===== src/rtl/inst_mem_loader.sv =====
// inst_mem_loader: instruction memory writer.
// Collects program bytes from a valid/ready byte stream, packs them little-endian
// into 32-bit words and writes one word per WRITE cycle to sequential addresses
// starting at 0. The CPU is held via cpu_hold until the load completes.
//
// Optional feature macro: LOADER_CHECKSUM_EN
//   When defined, one trailing byte after the last word is compared against the
//   XOR of all program bytes of the load; a mismatch raises err and keeps
//   cpu_hold asserted.
//
// Ports:
//   clk, rst            clock, asynchronous active-high reset
//   start, num_words    load request pulse and word count (clamped to DEPTH)
//   byte_in, byte_valid byte stream input
//   byte_ready          loader accepts a byte this cycle
//   wr_en/wr_addr/wr_data instruction memory write port
//   busy, done          load in progress / load complete (level)
//   cpu_hold            CPU held in reset while 1
//   err                 checksum mismatch (0 when feature disabled)
//   word_count          words written in the current load
//
// state   | meaning
// IDLE    | after reset, waiting for start, CPU held
// RECV    | accepting bytes of the current word
// WRITE   | one-cycle memory write of the assembled word
// CHK     | accepting the trailing checksum byte (feature only)
// DONE    | load complete, waiting for a new start
module inst_mem_loader #(
  parameter int DEPTH  = 16,
  parameter int ADDR_W = 4
) (
  input  logic              clk,
  input  logic              rst,
  input  logic              start,
  input  logic [ADDR_W:0]   num_words,
  input  logic [7:0]        byte_in,
  input  logic              byte_valid,
  output logic              byte_ready,
  output logic              wr_en,
  output logic [ADDR_W-1:0] wr_addr,
  output logic [31:0]       wr_data,
  output logic              busy,
  output logic              done,
  output logic              cpu_hold,
  output logic              err,
  output logic [ADDR_W:0]   word_count
);

  localparam logic [ADDR_W:0] DEPTH_C = (ADDR_W+1)'(DEPTH);

`ifdef LOADER_CHECKSUM_EN
  typedef enum logic [2:0] {S_IDLE, S_RECV, S_WRITE, S_CHK, S_DONE} state_t;
`else
  typedef enum logic [2:0] {S_IDLE, S_RECV, S_WRITE, S_DONE} state_t;
`endif

  state_t            state_q, state_d;
  logic [1:0]        byte_idx_q, byte_idx_d;
  logic [31:0]       word_buf_q, word_buf_d;
  logic [ADDR_W:0]   target_q, target_d;
  logic [ADDR_W:0]   word_count_q, word_count_d;
  logic              byte_ready_q, byte_ready_d;
  logic              wr_en_q, wr_en_d;
  logic [ADDR_W-1:0] wr_addr_q, wr_addr_d;
  logic [31:0]       wr_data_q, wr_data_d;
  logic              busy_q, busy_d;
  logic              done_q, done_d;
  logic              cpu_hold_q, cpu_hold_d;
  logic [ADDR_W:0]   target_in;
  logic              byte_xfer;
`ifdef LOADER_CHECKSUM_EN
  logic [7:0]        csum_q, csum_d;
  logic              err_q, err_d;
`endif

  assign target_in = (num_words > DEPTH_C) ? DEPTH_C : num_words;
  assign byte_xfer = byte_valid && byte_ready_q;

  always_comb begin
    state_d      = state_q;
    byte_idx_d   = byte_idx_q;
    word_buf_d   = word_buf_q;
    target_d     = target_q;
    word_count_d = word_count_q;
    byte_ready_d = byte_ready_q;
    wr_en_d      = 1'b0;
    wr_addr_d    = wr_addr_q;
    wr_data_d    = wr_data_q;
    busy_d       = busy_q;
    done_d       = done_q;
    cpu_hold_d   = cpu_hold_q;
`ifdef LOADER_CHECKSUM_EN
    csum_d       = csum_q;
    err_d        = err_q;
`endif
    case (state_q)
      S_IDLE, S_DONE: begin
        if (start) begin
          target_d     = target_in;
          word_count_d = '0;
          byte_idx_d   = '0;
          done_d       = 1'b0;
          cpu_hold_d   = 1'b1;
          byte_ready_d = 1'b1;
          busy_d       = 1'b1;
          state_d      = S_RECV;
`ifdef LOADER_CHECKSUM_EN
          csum_d = '0;
          err_d  = 1'b0;
          if (target_in == '0) state_d = S_CHK;
`else
          if (target_in == '0) begin
            state_d      = S_DONE;
            done_d       = 1'b1;
            cpu_hold_d   = 1'b0;
            byte_ready_d = 1'b0;
            busy_d       = 1'b0;
          end
`endif
        end
      end
      S_RECV: begin
        if (byte_xfer) begin
          word_buf_d[8*byte_idx_q +: 8] = byte_in;
`ifdef LOADER_CHECKSUM_EN
          csum_d = csum_q ^ byte_in;
`endif
          if (byte_idx_q == 2'd3) begin
            // Fourth byte goes straight to the write register; no extra cycle.
            state_d      = S_WRITE;
            byte_ready_d = 1'b0;
            wr_en_d      = 1'b1;
            wr_addr_d    = word_count_q[ADDR_W-1:0];
            wr_data_d    = {byte_in, word_buf_q[23:0]};
          end else begin
            byte_idx_d = byte_idx_q + 2'd1;
          end
        end
      end
      S_WRITE: begin
        word_count_d = word_count_q + 1'b1;
        byte_idx_d   = '0;
        if (word_count_d == target_q) begin
`ifdef LOADER_CHECKSUM_EN
          state_d      = S_CHK;
          byte_ready_d = 1'b1;
`else
          state_d      = S_DONE;
          done_d       = 1'b1;
          busy_d       = 1'b0;
          cpu_hold_d   = 1'b0;
`endif
        end else begin
          state_d      = S_RECV;
          byte_ready_d = 1'b1;
        end
      end
`ifdef LOADER_CHECKSUM_EN
      S_CHK: begin
        if (byte_xfer) begin
          err_d        = (byte_in != csum_q);
          state_d      = S_DONE;
          done_d       = 1'b1;
          busy_d       = 1'b0;
          byte_ready_d = 1'b0;
          cpu_hold_d   = err_d;
        end
      end
`endif
      default: state_d = S_IDLE;
    endcase
  end

  always_ff @(posedge clk or posedge rst) begin
    if (rst) begin
      state_q      <= S_IDLE;
      byte_idx_q   <= '0;
      word_buf_q   <= '0;
      target_q     <= '0;
      word_count_q <= '0;
      byte_ready_q <= 1'b0;
      wr_en_q      <= 1'b0;
      wr_addr_q    <= '0;
      wr_data_q    <= '0;
      busy_q       <= 1'b0;
      done_q       <= 1'b0;
      cpu_hold_q   <= 1'b1;
`ifdef LOADER_CHECKSUM_EN
      csum_q       <= '0;
      err_q        <= 1'b0;
`endif
    end else begin
      state_q      <= state_d;
      byte_idx_q   <= byte_idx_d;
      word_buf_q   <= word_buf_d;
      target_q     <= target_d;
      word_count_q <= word_count_d;
      byte_ready_q <= byte_ready_d;
      wr_en_q      <= wr_en_d;
      wr_addr_q    <= wr_addr_d;
      wr_data_q    <= wr_data_d;
      busy_q       <= busy_d;
      done_q       <= done_d;
      cpu_hold_q   <= cpu_hold_d;
`ifdef LOADER_CHECKSUM_EN
      csum_q       <= csum_d;
      err_q        <= err_d;
`endif
    end
  end

  assign byte_ready = byte_ready_q;
  assign wr_en      = wr_en_q;
  assign wr_addr    = wr_addr_q;
  assign wr_data    = wr_data_q;
  assign busy       = busy_q;
  assign done       = done_q;
  assign cpu_hold   = cpu_hold_q;
  assign word_count = word_count_q;
`ifdef LOADER_CHECKSUM_EN
  assign err = err_q;
`else
  assign err = 1'b0;
`endif

endmodule

===== config.mk =====
export PLATFORM = sky130hd
export DESIGN_NAME = inst_mem_loader
export DESIGN_NICKNAME = d
export VERILOG_FILES = /design/src/rtl/inst_mem_loader.sv
export SDC_FILE = /design/constraint.sdc
export NUM_CORES = 1
export LEC_CHECK = 0
export ABC_CLOCK_PERIOD_IN_PS = 4600
export CAP_MARGIN = 30
export CELL_PAD_IN_SITES_DETAIL_PLACEMENT = 1
export CELL_PAD_IN_SITES_GLOBAL_PLACEMENT = 2
export CORE_MARGIN = 2
export CORE_UTILIZATION = 37
export DETAILED_ROUTE_END_ITERATION = 8
export MAX_ROUTING_LAYER = met4
export PLACE_DENSITY = 0.82
export SLEW_MARGIN = 0
export SYNTH_ARGS = -nofsm -noshare
export SYNTH_HDL_FRONTEND = slang
export SYNTH_SLANG_ARGS = --single-unit

===== constraint.sdc =====
create_clock -name clk -period 4.6 [get_ports clk]
set_input_delay 0.92 -clock clk [delete_from_list [all_inputs] [get_ports clk]]
set_output_delay 0.92 -clock clk [all_outputs]
set_load 0.02 [all_outputs]

==> reports/metrics.cfg <==
[detailed_routing]
final_antenna_net_count=0
drt_total_wl_um=8230
drt_first_iter_violations=58
drt_pass1_iterations=4
remaining_drc_errors=0
detailed_route_wire_length_per_cell_um=16.1
route.vias.total=2506
post_drt_via_cell_ratio=4.91

[die]
io_pins=64
coreArea_um2=9330
std_cell_rows=35
fp.dieW_um=102
die_y_um=102
floorplan.initialDensity=0.385
fp.dieArea_um2=10500

[final_layout]
layout-drive-gt1-share=0.165
layout-area-overhead-vs-synth_pct=24.9
final_net_count=402
most_common_library_cell_in_the_layout_ignoring_fill_and_taps=sky130_fd_sc_hd__dfrtp_1
fin_util=0.480
commonest_cells_after_routing_fill_and_taps_aside=78 x sky130_fd_sc_hd__dfrtp_1, 66 x sky130_fd_sc_hd__nand2_1, 62 x sky130_fd_sc_hd__clkdlybuf4s50_1
num_antenna_cells=0

[worst_setup_path]
ff2ff_setup_slack_ns=2.54
worstSetupStartpoint=word_count[3]
crit-reg2reg-capture=wr_data[21]
cp_slowest_stage_delay_ns=0.67
worst-path-stages=1
worst_ep_required_time_ns=3.68
critical_path.endpoint=word_count[3]
worstRegToRegCells=6
r2r-start=state_q[1]
worstSetupPathType=flip-flop to output port
timing.critical_path.to_type=output port
critPathBufInv=1
timing.critical_path.cells=clkdlybuf4s50_1
cp_top_family=buffers and inverters
data_arrival_at_the_endpoint_of_the_critical_path_ns=1.55
worstSetupStartpointType=flip-flop
critical_path_s_slowest_cell=sky130_fd_sc_hd__clkdlybuf4s50_1
timing.critical_path.fanout_max=9

[synth]
mappedNetlistNets=340
synth_top_area_frac=0.544
synth_seq_cells=79
sequential_share_of_the_synthesized_area=0.551
synth_cell_type_count=46
synth-warning-count=0
synth_enable_flop_cells=0
synth_flop_type=sky130_fd_sc_hd__dfrtp_1
synth_area_um2=3590
synth_area_leader_cell=sky130_fd_sc_hd__dfrtp_1
synthTopCellsByArea=sky130_fd_sc_hd__dfrtp_1 54%, sky130_fd_sc_hd__mux2_4 7.1%, sky130_fd_sc_hd__nand2_1 6.9%
syn-instance-count=314
postSynthAreaPerCell_um2=11.4
synthArstFlopShare=1.00

[global_routing]
grt_pass1_wl_um=13800
grt-ovfl-total=0
grt_pass1_vias=2649
gr-usage-all-layers=0.178
pin_count_of_the_biggest_net_entering_global_routing=33
initial_antenna_violation_count=0

[worst_hold_path]
hold_path.class=flip-flop to flip-flop
hp-start=word_buf_q[3]

[clock_tree]
number_of_buffers_added_to_fix_hold_violations_after_cts=0
number_of_buffers_inserted_to_repair_setup_after_cts=0
cts.clk_slew.worst_paths_ns=0.08
tritoncts_num_sinks=79
cts-root-to-sink-buffers=2
cts_repair_resize_count=0
clk_root_buf=sky130_fd_sc_hd__clkbuf_8
tritoncts=yes
cts.htree.levels=3
clock_insertion_delay_worst_skew_ns=0.35
tritoncts_buffers=9

[placement]
io_buffer_count=62
gpl.final_weighted_congestion=0.779
detailed_place_hpwl_um=5880

[timing]
rsz0062_at_grt=false
max-slew-margin-rel=0.592
finalHoldViolCount=0
tns_ns=0
finalClockSkew_ns=0.00860
maxClockFrequency_ghz=0.404
final-max-slew-violation-count=0
final.hold.worst_slack_ns=0.484
endpoints_failing_setup=0
worst_pin_slew_ns=0.606
min_period_ns=2.47
post-route-period-util=0.538

[power_and_ir_drop]
reported_leakage_power_nw=2.08
power_per_standard_cell_area_nw_per_um2=266
vdd_ir_drop_max_uv=110

[run_status]
run_status=complete, no violations

[run]
max_cap_violations=0

==> through the flow <==
step	cells	area (um^2)	setup slack, ns	power, mW
2_1_floorplan	314	3590	1.66	0.723
3_3_place_gp	492	4280	1.57	0.751
3_5_place_dp	494	4320	1.82	0.753
4_1_cts	510	4480	2.09	1.20
5_1_grt	510	4480	2.04	1.24
6_report	510	4480	2.13	1.19
==> layer usage <==
layer / global-route usage / share of wire
met3: 0.0376 / 0.028
met4: 0.0656 / 0.016
met2: 0.274 / 0.48
met5: - / 0
met1: 0.232 / 0.47
==> power by group <==
part	total [mW]	internal [mW]	leakage (nW)	switching, mW
combinational	0.0440	0.0166	0.926	0.0274
clock	0.453	0.193	0.0781	0.260
sequential	0.694	0.694	1.07	0
==> Yosys cell counts (2+ instances only) <==
library cell and instances:
sky130_fd_sc_hd__o21ai_0 38, sky130_fd_sc_hd__nand3_1 5, sky130_fd_sc_hd__a32o_1 2, sky130_fd_sc_hd__buf_2 4, sky130_fd_sc_hd__nor2_1 6, sky130_fd_sc_hd__clkbuf_1 2, sky130_fd_sc_hd__mux2_4 17, sky130_fd_sc_hd__a21oi_1 4
sky130_fd_sc_hd__buf_6 3, sky130_fd_sc_hd__o311ai_0 2, sky130_fd_sc_hd__nand2_1 66, sky130_fd_sc_hd__mux2_2 19, sky130_fd_sc_hd__nor3_1 2, sky130_fd_sc_hd__buf_4 3, sky130_fd_sc_hd__xnor2_1 2, sky130_fd_sc_hd__and3_1 2
sky130_fd_sc_hd__o31ai_1 3, sky130_fd_sc_hd__inv_1 12, sky130_fd_sc_hd__xor2_1 3, sky130_fd_sc_hd__dfrtp_1 78, sky130_fd_sc_hd__a21o_1 2, sky130_fd_sc_hd__nor3b_2 3, sky130_fd_sc_hd__nand2b_1 5, sky130_fd_sc_hd__ha_1 9
==> logic make-up after synthesis <==
group | count (synthesis) | synth area share
XOR/XNOR | 5 | 0.0122
buffers and inverters | 26 | 0.0415
adder cells (fa/ha/maj) | 9 | 0.0314
other | 1 | 0.00105
AND/OR/NAND/NOR | 95 | 0.119
flip-flops | 79 | 0.551
multiplexers | 36 | 0.131
AO/OA/AOI/OAI | 63 | 0.113
==> cell type report <==
cell class / count / area (um^2)
fillers: 1025 / 4850
flip-flops and latches: 79 / 1980
clock inverters: 6 / 37.5
repair buffers: 65 / 668
multi-input cells: 209 / 1460
well taps: 129 / 161
inverters: 12 / 46.3
clock buffers: 10 / 128
==> flip-flops by register name (all words and copies together) (netlist names) <==
signal / count
word_count: 5
target_q: 5
word_buf_q: 24
wr_addr: 4
wr_data: 32
byte_idx_q: 2
byte_ready: 1
wr_en: 1
busy: 1
state_q: 2
done: 1
cpu_hold: 1
==> how the worst min path moves through the flow <==
| stage | cells past startpoint | end | slack (ns) |
|---|---|---|---|
| after floorplan | 2 | word_buf_q[10] | 0.45 |
| after global placement | 2 | word_buf_q[20] | 0.46 |
| after detailed placement | 2 | word_buf_q[17] | 0.47 |
| after CTS | 2 | word_buf_q[3] | 0.49 |
| after global routing | 2 | word_buf_q[17] | 0.52 |
| final | 2 | word_buf_q[3] | 0.48 |
(Power assumes the default switching activity.)
